===== config.mk =====
export PLATFORM = sky130hd
export DESIGN_NAME = yolo_layer_sequencer
export DESIGN_NICKNAME = d
export VERILOG_FILES = /design/src/rtl/yolo_layer_sequencer.sv
export SDC_FILE = /design/constraint.sdc
export NUM_CORES = 2
export LEC_CHECK = 0
export CORE_AREA = 4 4 323 325
export CTS_BUF_LIST = sky130_fd_sc_hd__clkbuf_8 sky130_fd_sc_hd__clkbuf_16
export DETAILED_ROUTE_END_ITERATION = 8
export DIE_AREA = 0 0 327 329
export PLACE_DENSITY = 0.85
export REMOVE_ABC_BUFFERS = 1
export SETUP_SLACK_MARGIN = 0.3
export SYNTH_ARGS = -nofsm -noshare
export SYNTH_HDL_FRONTEND = slang
export SYNTH_SLANG_ARGS = --single-unit

===== constraint.sdc =====
create_clock -name ap_clk -period 19.9 [get_ports ap_clk]
set_input_delay 1.99 -clock ap_clk [delete_from_list [all_inputs] [get_ports ap_clk]]
set_output_delay 1.99 -clock ap_clk [all_outputs]
set_load 0.03 [all_outputs]

===== src/rtl/yolo_layer_sequencer.sv =====
// Host-side ap_ctrl_hs initiator: walks a descriptor table, drives kernel arguments,
// and runs one start/done handshake per layer with a per-layer timeout.
module yolo_layer_sequencer #(
  parameter int MAX_LAYERS     = 16,
  parameter int DESC_W         = 96,
  parameter int TIMEOUT_CYCLES = 2**24,
  parameter int AW             = $clog2(MAX_LAYERS)
) (
  input  logic              ap_clk,
  input  logic              ap_rst_n,
  input  logic              tbl_we,
  input  logic [AW-1:0]     tbl_waddr,
  input  logic [DESC_W-1:0] tbl_wdata,
  input  logic              run_start,
  input  logic [AW:0]       num_layers,
  output logic              run_busy,
  output logic              run_done,
  output logic              run_err,
  output logic [AW:0]       cur_layer,
  output logic              k_ap_start,
  input  logic              k_ap_idle,
  input  logic              k_ap_done,
  input  logic              k_ap_ready,
  output logic [31:0]       k_img_width,
  output logic [31:0]       k_in_channels,
  output logic [31:0]       k_out_channels,
  output logic [31:0]       k_quant_M,
  output logic [31:0]       k_quant_n,
  output logic [31:0]       k_stride,
  output logic              k_is_maxpool,
  output logic              k_is_1x1
);

  localparam int TO_W = $clog2(TIMEOUT_CYCLES + 1);
  localparam logic [TO_W-1:0] TO_LAST = TO_W'(TIMEOUT_CYCLES - 1);
  localparam logic [AW:0] MAXL = (AW+1)'(MAX_LAYERS);

  // Descriptor without the reserved nibble, which is never stored.
  typedef struct packed {
    logic [1:0]  stride;
    logic        is_1x1;
    logic        is_maxpool;
    logic [7:0]  quant_n;
    logic [31:0] quant_m;
    logic [15:0] out_ch;
    logic [15:0] in_ch;
    logic [15:0] img_w;
  } desc_t;

  typedef enum logic [3:0] {
    S_IDLE, S_LOAD, S_ARGS, S_WAIT_IDLE, S_START, S_WAIT_DONE, S_GAP, S_FINISH, S_ERROR
  } state_t;

  state_t          state;
  desc_t           tbl [MAX_LAYERS];
  desc_t           rd_q;
  logic [AW:0]     n_q;
  logic [AW:0]     nxt_layer;
  logic [TO_W-1:0] to_cnt;
  logic            to_hit;
  logic            unused_rsvd;

  assign unused_rsvd = ^tbl_wdata[DESC_W-1:92];
  assign nxt_layer   = cur_layer + 1'b1;
  assign to_hit      = (to_cnt == TO_LAST);

  always_ff @(posedge ap_clk) begin
    if (tbl_we && !run_busy) tbl[tbl_waddr] <= desc_t'(tbl_wdata[91:0]);
    if (state == S_LOAD)     rd_q <= tbl[cur_layer[AW-1:0]];
  end

  always_ff @(posedge ap_clk or negedge ap_rst_n) begin
    if (!ap_rst_n) begin
      state          <= S_IDLE;
      n_q            <= '0;
      to_cnt         <= '0;
      run_busy       <= 1'b0;
      run_done       <= 1'b0;
      run_err        <= 1'b0;
      cur_layer      <= '0;
      k_ap_start     <= 1'b0;
      k_img_width    <= '0;
      k_in_channels  <= '0;
      k_out_channels <= '0;
      k_quant_M      <= '0;
      k_quant_n      <= '0;
      k_stride       <= '0;
      k_is_maxpool   <= 1'b0;
      k_is_1x1       <= 1'b0;
    end else begin
      run_done <= 1'b0;
      case (state)
        S_IDLE: if (run_start) begin
          n_q       <= (num_layers > MAXL) ? MAXL : num_layers;
          cur_layer <= '0;
          run_err   <= 1'b0;
          run_busy  <= 1'b1;
          state     <= (num_layers == '0) ? S_FINISH : S_LOAD;
        end
        S_LOAD: state <= S_ARGS;
        S_ARGS: begin
          k_img_width    <= 32'(rd_q.img_w);
          k_in_channels  <= 32'(rd_q.in_ch);
          k_out_channels <= 32'(rd_q.out_ch);
          k_quant_M      <= rd_q.quant_m;
          k_quant_n      <= 32'(rd_q.quant_n);
          k_stride       <= 32'(rd_q.stride);
          k_is_maxpool   <= rd_q.is_maxpool;
          k_is_1x1       <= rd_q.is_1x1;
          state          <= S_WAIT_IDLE;
        end
        S_WAIT_IDLE: if (k_ap_idle) begin
          k_ap_start <= 1'b1;
          to_cnt     <= '0;
          state      <= S_START;
        end
        // Completion wins over a timeout landing on the same cycle.
        S_START: begin
          to_cnt <= to_cnt + 1'b1;
          if (k_ap_ready && k_ap_done) begin
            k_ap_start <= 1'b0;
            state      <= S_GAP;
          end else if (to_hit) begin
            k_ap_start <= 1'b0;
            run_err    <= 1'b1;
            run_busy   <= 1'b0;
            state      <= S_ERROR;
          end else if (k_ap_ready) begin
            k_ap_start <= 1'b0;
            state      <= S_WAIT_DONE;
          end
        end
        S_WAIT_DONE: begin
          to_cnt <= to_cnt + 1'b1;
          if (k_ap_done) begin
            state <= S_GAP;
          end else if (to_hit) begin
            run_err  <= 1'b1;
            run_busy <= 1'b0;
            state    <= S_ERROR;
          end
        end
        // Start is low here, so the kernel always sees a fresh rising edge.
        S_GAP: begin
          cur_layer <= nxt_layer;
          state     <= (nxt_layer == n_q) ? S_FINISH : S_LOAD;
        end
        S_FINISH: begin
          run_done <= 1'b1;
          run_busy <= 1'b0;
          state    <= S_IDLE;
        end
        S_ERROR: state <= S_IDLE;
        default: state <= S_IDLE;
      endcase
    end
  end

endmodule


# After elaboration in Yosys (flattened, before gate mapping)
# Memory sizes are Yosys's and may differ from the RTL's. A register that Yosys moved wholly into a read port is not among the register bits.
# Cells that the tools add are included.
[totals]
reg_bits = 135
ram_bits = 1472
input_bits = 112
output_inout_bits = 203
word_cells = 86
memories = 1
[op_classes]
addsub = 2
order_cmp = 1
n_eq_ne = 15
mux = 33
reduce_logical = 18
[mem_list]
columns = ["memory", "depth", "width", "rd", "rd_clocked_by_memory_dff", "wr", "line_no", "source"]
rows = [
  ["tbl", 16, 92, 1, 1, 1, "55", "desc_t tbl [MAX_LAYERS];"],
]
[op_table]
columns = ["cell", "n"]
rows = [
  ["one-hot mux 25 bit (2 select lines)", 1],
  ["two-way mux 4 bit", 7],
  ["one-hot mux 4 bit (7 select lines)", 1],
  ["adder 25 x 1 -> 25 bit (second input constant)", 1],
  ["== test 25 x 24 -> 1 bit (second input constant)", 1],
  ["two-way mux 25 bit", 1],
  ["== test 4 x 3 -> 1 bit (second input constant)", 4],
  ["two-way mux 1 bit", 15],
  ["AND reduction 4 bit", 3],
  ["two-way mux 5 bit", 2],
  ["one-hot mux 5 bit (2 select lines)", 1],
  ["== test 4 x 2 -> 1 bit (second input constant)", 2],
  ["!= test 2 bit (second input constant)", 4],
  ["two-way mux 3 bit", 2],
  ["AND reduction 2 bit", 3],
  ["nonzero test 2 bit", 3],
  ["adder 5 x 1 -> 5 bit (second input constant)", 1],
  ["== test 5 bit", 1],
  ["greater-than comparator 5 bit (second input constant)", 1],
  ["logical NOT 5 bit", 1],
  ["== test 4 x 1 -> 1 bit (second input constant)", 1],
  ["logical NOT 4 bit", 1],
  ["!= test 4 bit (second input constant)", 1],
  ["one-hot mux 1 bit (4 select lines)", 1],
  ["other kinds (9)", 10],
]

# Longest topological paths before layout
[depth]
word_depth = 4
mapped_depth = 8
depth_no_buf = 6

# Least setup slack after synthesis
# OpenSTA, ideal clock, no wires.
[synth_path]
path_type = "reg2reg"
start = "register state[0]"
end = "register, netlist name rd_q[0]"
setup_time_ps = 802
t_arrival_ps = 10237
required_ps = 19098
setup_slack_ps = 8861
stages_incl_launch_ff = 3
path_buffers = 1
period_less_slack_ps = 11039
cell_sequence = "dfrtp_1 -> clkbuf_1 -> nor4b_1"
[synth_between]
elab_chain_len = 1
[synth_lines]
columns = ["item", "line_no", "source"]
rows = [
  ["from (decl)", "54", "state_t state;"],
  ["from (signal assigned)", "98", "state <= (num_layers == '0) ? S_FINISH : S_LOAD;"],
  ["from (signal assigned)", "146", "state <= (nxt_layer == n_q) ? S_FINISH : S_LOAD;"],
  ["== test 4 x 1 -> 1 bit", "69", "if (state == S_LOAD) rd_q <= tbl[cur_layer[AW-1:0]];"],
]
# No other way between the ends.
# A chain may end at the register's enable or synchronous reset.

==> impl_results.md <==
- Status: finished clean
- CP Class: flop to flop
- Achievable Freq: 0.176 GHz
- Ys async rst share: 7.95%
- Net count, final: 3774
- Number of buffers added on ports: 208
- Setup_tns: 0 ns
- Synth Area in Compound Gates: 4.91%
- GRT Residual Overflow: 0
- Core Util, Final: 73.0%
- Clk slew on worst S/H paths: 0.06 ns
- ANT nets after route: 0
- Synth warn: 0
- Final worst path period share: 28.5%
- Most common cell in the synthesized netlist: edfxtp_1
- Total track usage: 28.6%
- Post-synthesis adder-cell area fraction: 0.0382%
- Post-CTS setup buffers: 0
- Worst skew pair latency: 0.77 ns
- Synth top area share: 71.8%
- Netlist cell types: 48
- Die X: 327 microns
- Worst setup endpoint: rd_q[39]$_DFFE_PP_
- Initial antenna violation count: 24
- GP Congestion: 0.766
- Layout cell share with drive strength beyond 1: 18.5%
- Leak: 24.4 nW
- Commonest cells post-synth: 1564 x edfxtp_1, 276 x mux2i_1, 210 x o21ai_0, 185 x mux2_2, 184 x mux4_2
- VDD IR-drop max: 0.115 mV
- Root Driver: clkbuf_16
- Flop-to-flop setup slack: 14.23 ns
- Syn avg cell area: 19.2 sq um
- Req. time, crit path: 20.39 ns
- DP Cell Count: 4864
- Max_slew headroom: 12.3%
- EDFF count, synth: 1564
- Unrepaired setup endpoints after global routing: false
- Pwr Density: 129 nW/um^2
- Die height: 329 microns
- Fillers: 5448
- R2R Path End: rd_q[39]$_DFFE_PP_
- Worst-Margin Slew: 1.31 ns
- Max_cap viols: 0
- CP arrival: 6.16 ns
- Area grow syn2layout: 13.1%
- CP max FO: 53
- CTS tree: done
- Final hold vios: 0
- Simple-Gate Fraction of Synth Area: 1.66%
- Num rows: 117
- Pin count of the biggest net entering global routing: 131
- IO Count: 315
- Clk buf depth: 3
- Clock buffer count from CTS: 162
- DRC viols: 0
- Synth Area in XOR/XNOR: 0.348%
- Worst setup path start: cur_layer[0]$_DFFE_PN0P_
- Initial core utilization: 64.5%
- Post-Layout Cell Count: 5176
- Count of pins over their slew limit: 0
- Hold-fix buffers, CTS: 0
- Ys flop type: edfxtp_1
- Clock skew: 0.0300 ns
- Post-Syn Instances: 3402
- RR Startpoint: cur_layer[0]$_DFFE_PN0P_
- # H-tree levels: 4
- Resized cells post-CTS: 0
- Count of final setup violators: 0
- R2R cell count: 9
- CTS Sinks: 1699
- Cell Area, Synth: 65500 sq um
- DRT Wirelength: 153 mm
- Tmin final: 5.67 ns
- Die Area: 108000 sq um
- Ranking of synthesized cells by area: edfxtp_1 72%, mux4_2 6.3%, dfrtp_1 5.2%
- Sequential fraction of the synthesis area: 76.9%
- Final HPWL DP: 74.6 mm
- Starting DRT DRC Count: 4644
- Largest area contributor in the netlist: edfxtp_1
- Vias per cell: 6.63
- First-pass GRT wire length: 226 mm
- #FFs+latches synth: 1699
- Worst Hold Class: flop to flop
- Largest family of logic cells by synthesized area: multiplexers
- CP Launch Type: flop
- Vias in the first global route: 34668
- Multiplexer share of the synthesized area: 13.7%
- Crit. End Element: flop
- WL per Instance: 29.5 microns
- Core Area: 101000 sq um
- Vias: 34325
- DR pass1 iterations: 6
## sequential cells by signal, indices dropped and copies added (netlist names), 8 cells and up
signal          count
k_quant_n           8
k_out_channels     16
to_cnt             25
tbl              1472
k_in_channels      16
k_img_width        16
rd_q               92
k_quant_M          32
## stage by stage
| stage | power [mW] | instance area, sq um | hold slack [ns] | setup slack, ns |
|---|---|---|---|---|
| CTS | 9.56 | 74000 | 0.476 | 14.16 |
| global placement | 6.46 | 68700 | 0.456 | 14.21 |
| floorplan | 6.70 | 64300 | 0.450 | 0.0893 |
| detailed placement | 6.52 | 68700 | 0.462 | 14.21 |
| global route | 9.87 | 74000 | 0.490 | 13.81 |
| finish | 9.52 | 74000 | 0.472 | 14.23 |
## cells in the final DEF, fill, tap and decap left out, types with 4 or more instances in the layout
master | netlist | layout
clkinv_2 | 0 | 30
buf_4 | 114 | 59
xor2_1 | 19 | 19
o21ai_0 | 210 | 210
nor4_1 | 4 | 4
diode_2 | 0 | 18
mux2_2 | 185 | 185
nor3_2 | 0 | 4
clkinv_8 | 0 | 4
a221oi_1 | 92 | 92
nand2b_1 | 9 | 9
nand4_1 | 15 | 15
and3_1 | 8 | 8
inv_1 | 5 | 43
dfrtp_1 | 135 | 131
bufinv_16 | 0 | 16
clkdlybuf4s50_1 | 0 | 207
a21oi_1 | 99 | 99
inv_6 | 0 | 7
nand2_1 | 118 | 117
xnor2_1 | 7 | 7
edfxtp_1 | 1564 | 1564
nor2_4 | 0 | 13
a22oi_1 | 92 | 92
clkbuf_16 | 0 | 163
clkinv_1 | 0 | 17
nor2_1 | 49 | 36
nand3_1 | 14 | 14
dfrtp_4 | 0 | 4
mux2i_1 | 276 | 276
a31oi_1 | 5 | 5
clkbuf_8 | 0 | 12
conb_1 | 1 | 102
mux4_2 | 184 | 184
nor3_1 | 8 | 4
clkinvlp_4 | 0 | 4
## critical path: stages (launching register included)
cell     delay (ns)
dfrtp_4        0.99
buf_4          0.78
buf_4          0.85
buf_4          0.78
buf_4          0.83
mux2_2         0.42
o21ai_0        0.18
a21oi_1        0.11
a22oi_1        0.23
nand2_1        0.10
## final cells by class
class                   count  area [sq um]  area share [%]
flip-flops and latches   1699         50400            68.0
multi-input cells        1523         14100            19.0
clock buffers             175          4240            5.73
repair buffers            269          2570            3.47
well taps                1368          1710            2.31
clock inverters           119          1030            1.40
diodes                     18          45.0          0.0608
inverters                   5          18.8          0.0253
## worst min-delay path by stage
stage | from | cells past startpoint | end | slack (ns)
after detailed placement | rd_q[16]$_DFFE_PP_ | 1 | k_in_channels[0]$_DFFE_PN0P_ | 0.46
after global routing | rd_q[52]$_DFFE_PP_ | 1 | k_quant_M[4]$_DFFE_PN0P_ | 0.49
final | rd_q[52]$_DFFE_PP_ | 1 | k_quant_M[4]$_DFFE_PN0P_ | 0.47
after floorplan | to_cnt[7]$_DFFE_PN0P_ | 1 | to_cnt[7]$_DFFE_PN0P_ | 0.45
after global placement | rd_q[14]$_DFFE_PP_ | 1 | k_img_width[14]$_DFFE_PN0P_ | 0.46
after CTS | rd_q[16]$_DFFE_PP_ | 1 | k_in_channels[0]$_DFFE_PN0P_ | 0.48
## cells by family after synthesis
family | Yosys count
compound gates | 510
xor+xnor | 26
fa+ha+maj | 2
buf+inv | 281
flops | 1699
mux | 645
other cells | 1
simple gates | 238
## layer usage
metal | share of wire, % | track usage (%)
met1 | 36 | 38.9
met2 | 50 | 46.6
met3 | 11 | 6.08
met4 | 3.2 | 10.7
met5 | 0.053 | 0
## power by group
part | internal, mW | leakage [nW] | switching [mW]
logic | 0.880 | 5.88 | 1.21
registers | 4.22 | 15.8 | 0.171
clock network | 1.75 | 2.75 | 1.29
Power figures use the tool's default switching activity.
